--- src/rtl/counter_4bit_up.sv ---
// Click-counter core: wrapping up-counter with enable, terminal-count and sticky overflow.
// Every rising clk edge (button release) with enable high advances the count.
module counter_4bit_up #(
    parameter int unsigned WIDTH     = 4,
    parameter int unsigned MAX_COUNT = 15
) (
    input  logic             clk,
    input  logic             reset,
    input  logic             enable,
    output logic [WIDTH-1:0] count,
    output logic             tc,
    output logic             overflow
);

    localparam logic [WIDTH-1:0] MAX_V = MAX_COUNT[WIDTH-1:0];
    localparam logic [WIDTH-1:0] ONE_V = {{(WIDTH-1){1'b0}}, 1'b1};

    logic [WIDTH-1:0] count_q;
    logic [WIDTH-1:0] count_d;
    logic             overflow_q;
    logic             overflow_d;

    // Out-of-range values (above MAX_V) are treated like the terminal value and wrap to 0.
    always_comb begin
        count_d    = count_q;
        overflow_d = overflow_q;
        if (enable) begin
            if (count_q >= MAX_V) begin
                count_d    = '0;
                overflow_d = 1'b1;
            end else begin
                count_d = count_q + ONE_V;
            end
        end
    end

    always_ff @(posedge clk or negedge reset) begin
        if (!reset) begin
            count_q    <= '0;
            overflow_q <= 1'b0;
        end else begin
            count_q    <= count_d;
            overflow_q <= overflow_d;
        end
    end

    assign count    = count_q;
    assign overflow = overflow_q;
    assign tc       = (count_q == MAX_V) && enable;

endmodule

--- config.mk ---
export PLATFORM = sky130hd
export DESIGN_NAME = counter_4bit_up
export DESIGN_NICKNAME = d
export VERILOG_FILES = /design/src/rtl/counter_4bit_up.sv
export SDC_FILE = /design/constraint.sdc
export NUM_CORES = 1
export LEC_CHECK = 0
export BUFFER_PORTS_ARGS = -buffer_cell sky130_fd_sc_hd__buf_2
export CAP_MARGIN = 20
export CORE_AREA = 2 2 39 41
export DETAILED_ROUTE_END_ITERATION = 8
export DIE_AREA = 0 0 41 43
export GPL_ROUTABILITY_DRIVEN = 0
export PLACE_DENSITY = 0.34
export SETUP_SLACK_MARGIN = 0.3
export SLEW_MARGIN = 20
export SYNTH_ARGS = -nofsm -noshare
export SYNTH_HDL_FRONTEND = slang
export SYNTH_SLANG_ARGS = --single-unit
--- constraint.sdc ---
create_clock -name clk -period 1.31 [get_ports clk]
set_input_delay 0.0655 -clock clk [delete_from_list [all_inputs] [get_ports clk]]
set_output_delay 0.0655 -clock clk [all_outputs]
set_load 0.01 [all_outputs]
# After elaboration in Yosys (flattened, before gate mapping)
# Index checks and enable logic that the tools add are counted.
# Widths: inputs -> output; s select.
# totals
output_inout_bits,6
input_bits,3
regBits,5
# op_classes
addsub,1
order_cmp,1
n_mux,1
n_eq_ne,1
n_reduce_logical,2
# ops
operator,count
$add 4x1->4 const B,1
$eq 4x4->1 const B,1
$ge 4x4->1 const B,1
$mux 4,1
$reduce_and 2->1,1
$logic_and 1x1->1,1

# Depth between registers and ports, before layout
# logic_depth
depth_word,2
mapped_depth,4
ltp_nobuf,4

# Worst setup path before layout
# Ideal clock, no wire load.
# synth_timing
path_kind,reg-to-reg
startpoint,register count_q[0] (netlist: count[0])
endpoint,register overflow_q (netlist: overflow)
slack_ns,0.195
t_arrival_ns,0.991
stages_incl_launch_ff,5
path_buffers,0
required_ns,1.186
synth_period_minus_slack_ns,1.115
path_cell_list,dfrtp_1 > ha_1 > nand2_1 > nor2_2 > or2_1
# synth_between
elab_chain_cells,2
# synth_lines
item,line,text
"start, declared",18,logic [WIDTH-1:0] count_q;
"start signal, assigned",42,count_q <= count_d;
$ge 4x4->1,28,if (count_q >= MAX_V) begin
$reduce_and 2->1 (no source line),--,
"end signal, assigned",43,overflow_q <= overflow_d;
"end, declared",20,logic overflow_q;
# No other way between the ends.
# A chain may end at the register's enable or synchronous reset.

# Final worst setup path
# layout_timing
startpoint,register count_q[0] (netlist: count[0])
endpoint,output port tc
# layout_between
elab_chain_cells,2
# layout_lines
item,line,text
$eq 4x4->1,49,assign tc = (count_q == MAX_V) && enable;
$logic_and 1x1->1,49,
"end, declared",11,"output logic tc,"
# No other way between the ends.

==> metrics.txt <==
detailed-route wire length 538 um; Syn Nets 25; Crit path depth 4; Top FF cell, synth dfrtp_1; RSZ-0062 raised after global routing yes; Worst Hold Path Cells 2; root buffer cell clkbuf_4; Max clock buf depth 2; Relative slew margins around nine tenths; Max Freq between 900 and 1000 MHz; setup TNS 0 ps; Syn-to-layout area delta 64.25%; Top Family by Delay on Critical Path flip-flops; Post-DP Area between 300 and 400 um^2; simple-gate portion of the synthesized area 18.99%; Final period util 84.61%; register area share after synthesis 55.87%; average size of a mapped cell 10.67 um^2; Num CTS Buffers 3; design area about 370 um^2; chip width 41 um; # DRC 0; WL per Instance approximately 10 um; Nets 42; CP Cell Sequence ha_4 > nand2_2 > nor2_2 > buf_2; Clk pin slew, worst setup/hold paths 50 ps; Worst setup SP type flop; first-pass GRT wire length 945 um; proportion of synthesized area in mux cells between 5 and 6%; Yosys top cell area share roughly 56%; die height around 43 um; synthesis-stage register bit count 5; worst path buffer plus inverter count 1; area leader, netlist dfrtp_1; Slew Limit Fails 0; Worst Tran Pin Value approximately 170 ps; Worst path max stage delay around 420 ps; via density per instance roughly 4.2; YS warnings 0; post-layout min period between 1000 and 1500 ps; compound-gate portion of the synthesized area ~9%; initial detailed-routing violation count 4; Congestion Overflow GR 0; Final Hold Viols 0; Post-Syn Area around 220 um^2; Post-DRT Antenna Nets 0; synth cell count leaders dfrtp_1 (5), nand2_1 (2), nand3_1 (2), o21ai_0 (2); Crit. End Element output port; CTS tree yes; Fill cells 160; Pleak roughly 0.17 nW; placed cells 45; Port Buffers 8; Final setup violation count 0; Max Clock Skew roughly 5.6 ps; clock sink count 5; critical-path cell with the highest stage delay dfrtp_2; post-route non-filler standard cell count 53; worst-case reg-to-reg path depth 5; Placement Rows 14; maxcap violations 0; worst-skew pair later-pin latency between 200 and 250 ps; Arrival @ worst endpoint around 1000 ps; XOR/XNOR share of the synthesized area under 10%; Post-Synth Adder-Cell Area 5.587%; count leader, synth dfrtp_1; DIE AREA around 1800 um^2; drt pass-1 iters 3; largest net degree at the start of global routing 7; number of flops mapped to enable cells by yosys 0; Critical Path RT around 1200 ps; initial antenna violation count 0; Async SR Flop Fraction 100.0%; vias in the first global route 225; outcome complete, no violations; core box area 1384 um^2; H-tree depth 1; cell count after synthesis 21; GRT Util Overall between 8 and 9%; PD cells approximately 2300 nW/um^2; largest family of logic cells by synthesized area simple AND/OR/NAND/NOR gates; # diodes 0; ratio of cells with drive above 1 in the final layout between 50 and 60%; total power around 0.00083 W; detailed-route via count about 230; Hold Path Class in -> reg; Peak VDD IR 0.6837 mV; Yosys cell types 14; num ports 9; Worst Path Max Fanout 2; Initial Utilization 16.18%; top cells by area, synth dfrtp_1 (56%), ha_1 (5.6%), mux2_2 (5.0%), nand3_1 (4.5%), o21ai_0 (4.5%); kind of critical path reg -> out
[routing by layer]
metal	global-route usage [%]	wire length (um)	up-vias	part of all wire [%]
met2	11.56	249	9	46
met3	3.141	49	2	9.1
met5	0	0	-	0
li1	-	-	106	-
met1	9.740	227	108	42
met4	10.00	11	0	2.0
[path summary, 6_finish.rpt]
| check | start | endpoint | slack (ps) |
|---|---|---|---|
| setup / recovery | count[0] | tc | 200 |
| hold / removal | enable | count[0] | 140 |
| setup reg to reg | count[0] | count[3] | 270 |
| hold reg to reg | overflow | overflow | 460 |
| max in group asynchronous | reset | count[1] | 980 |
| min in group asynchronous | reset | count[3] | 180 |
[report_power, final]
part / internal, W / switching [W] / total [W]
sequential: 0.000229 / 0.0000736 / 0.000302
clock: 0.000115 / 0.0000651 / 0.000180
combinational: 0.000189 / 0.000156 / 0.000346
total: 0.000533 / 0.000295 / 0.000828
[state kept, by name (all words and copies together) (netlist names)]
name	cells
count	4
overflow	1
[worst register-to-register path: cells and delay by family, from the launching register on]
kind / cells / cell delay [ps]
flops: 1 / 420
compound gates: 3 / 240
fa+ha+maj: 1 / 170
buf+inv: 1 / 130
[kinds of logic after synthesis]
family / Yosys count
compound gates: 4
xor+xnor: 1
fa+ha+maj: 1
buf+inv: 1
flops: 5
mux: 1
simple gates: 8
[stage by stage]
step | hold slack, ps | setup WS (ps) | util, %
after floorplan | -230.1 | 267.1 | -
after global placement | -106.0 | 286.4 | 22.06
after detailed placement | -105.5 | 272.5 | 22.06
after CTS | 138.5 | 192.5 | 26.31
after global routing | 148.7 | 164.3 | 26.58
final | 137.9 | 201.6 | 26.58
[cell type report]
cell class              instances  area, um^2  area share [%]
flip-flops and latches          5       127.6           34.69
multi-input cells              15       117.6           31.97
clock buffers                   4       26.28           7.143
repair buffers                 12       72.57           19.73
inverters                       1       3.754           1.020
well taps                      16       20.02           5.442
[cells in the final DEF, fill, tap and decap left out, drive strengths merged]
cell	synthesis	layout
dfrtp	5	5
ha	1	1
nand2	3	3
or2	1	1
nand4	1	1
xnor2	1	1
dlygate4sd3	0	1
buf	0	11
nand3	2	2
clkbuf	0	4
a21oi	1	1
mux2	1	1
inv	1	1
o21ai	3	3
nor2	1	1
[timing repair]
item                       4_1_cts  5_1_grt
buffers inserted                 3        0
cloned                           0        0
gates resized for setup          0        1
hold buffers                     1        0
hold endpoints to repair         5        0
setup endpoints to repair        3        7
pin swaps                        1        0
(Power assumes the default switching activity.)
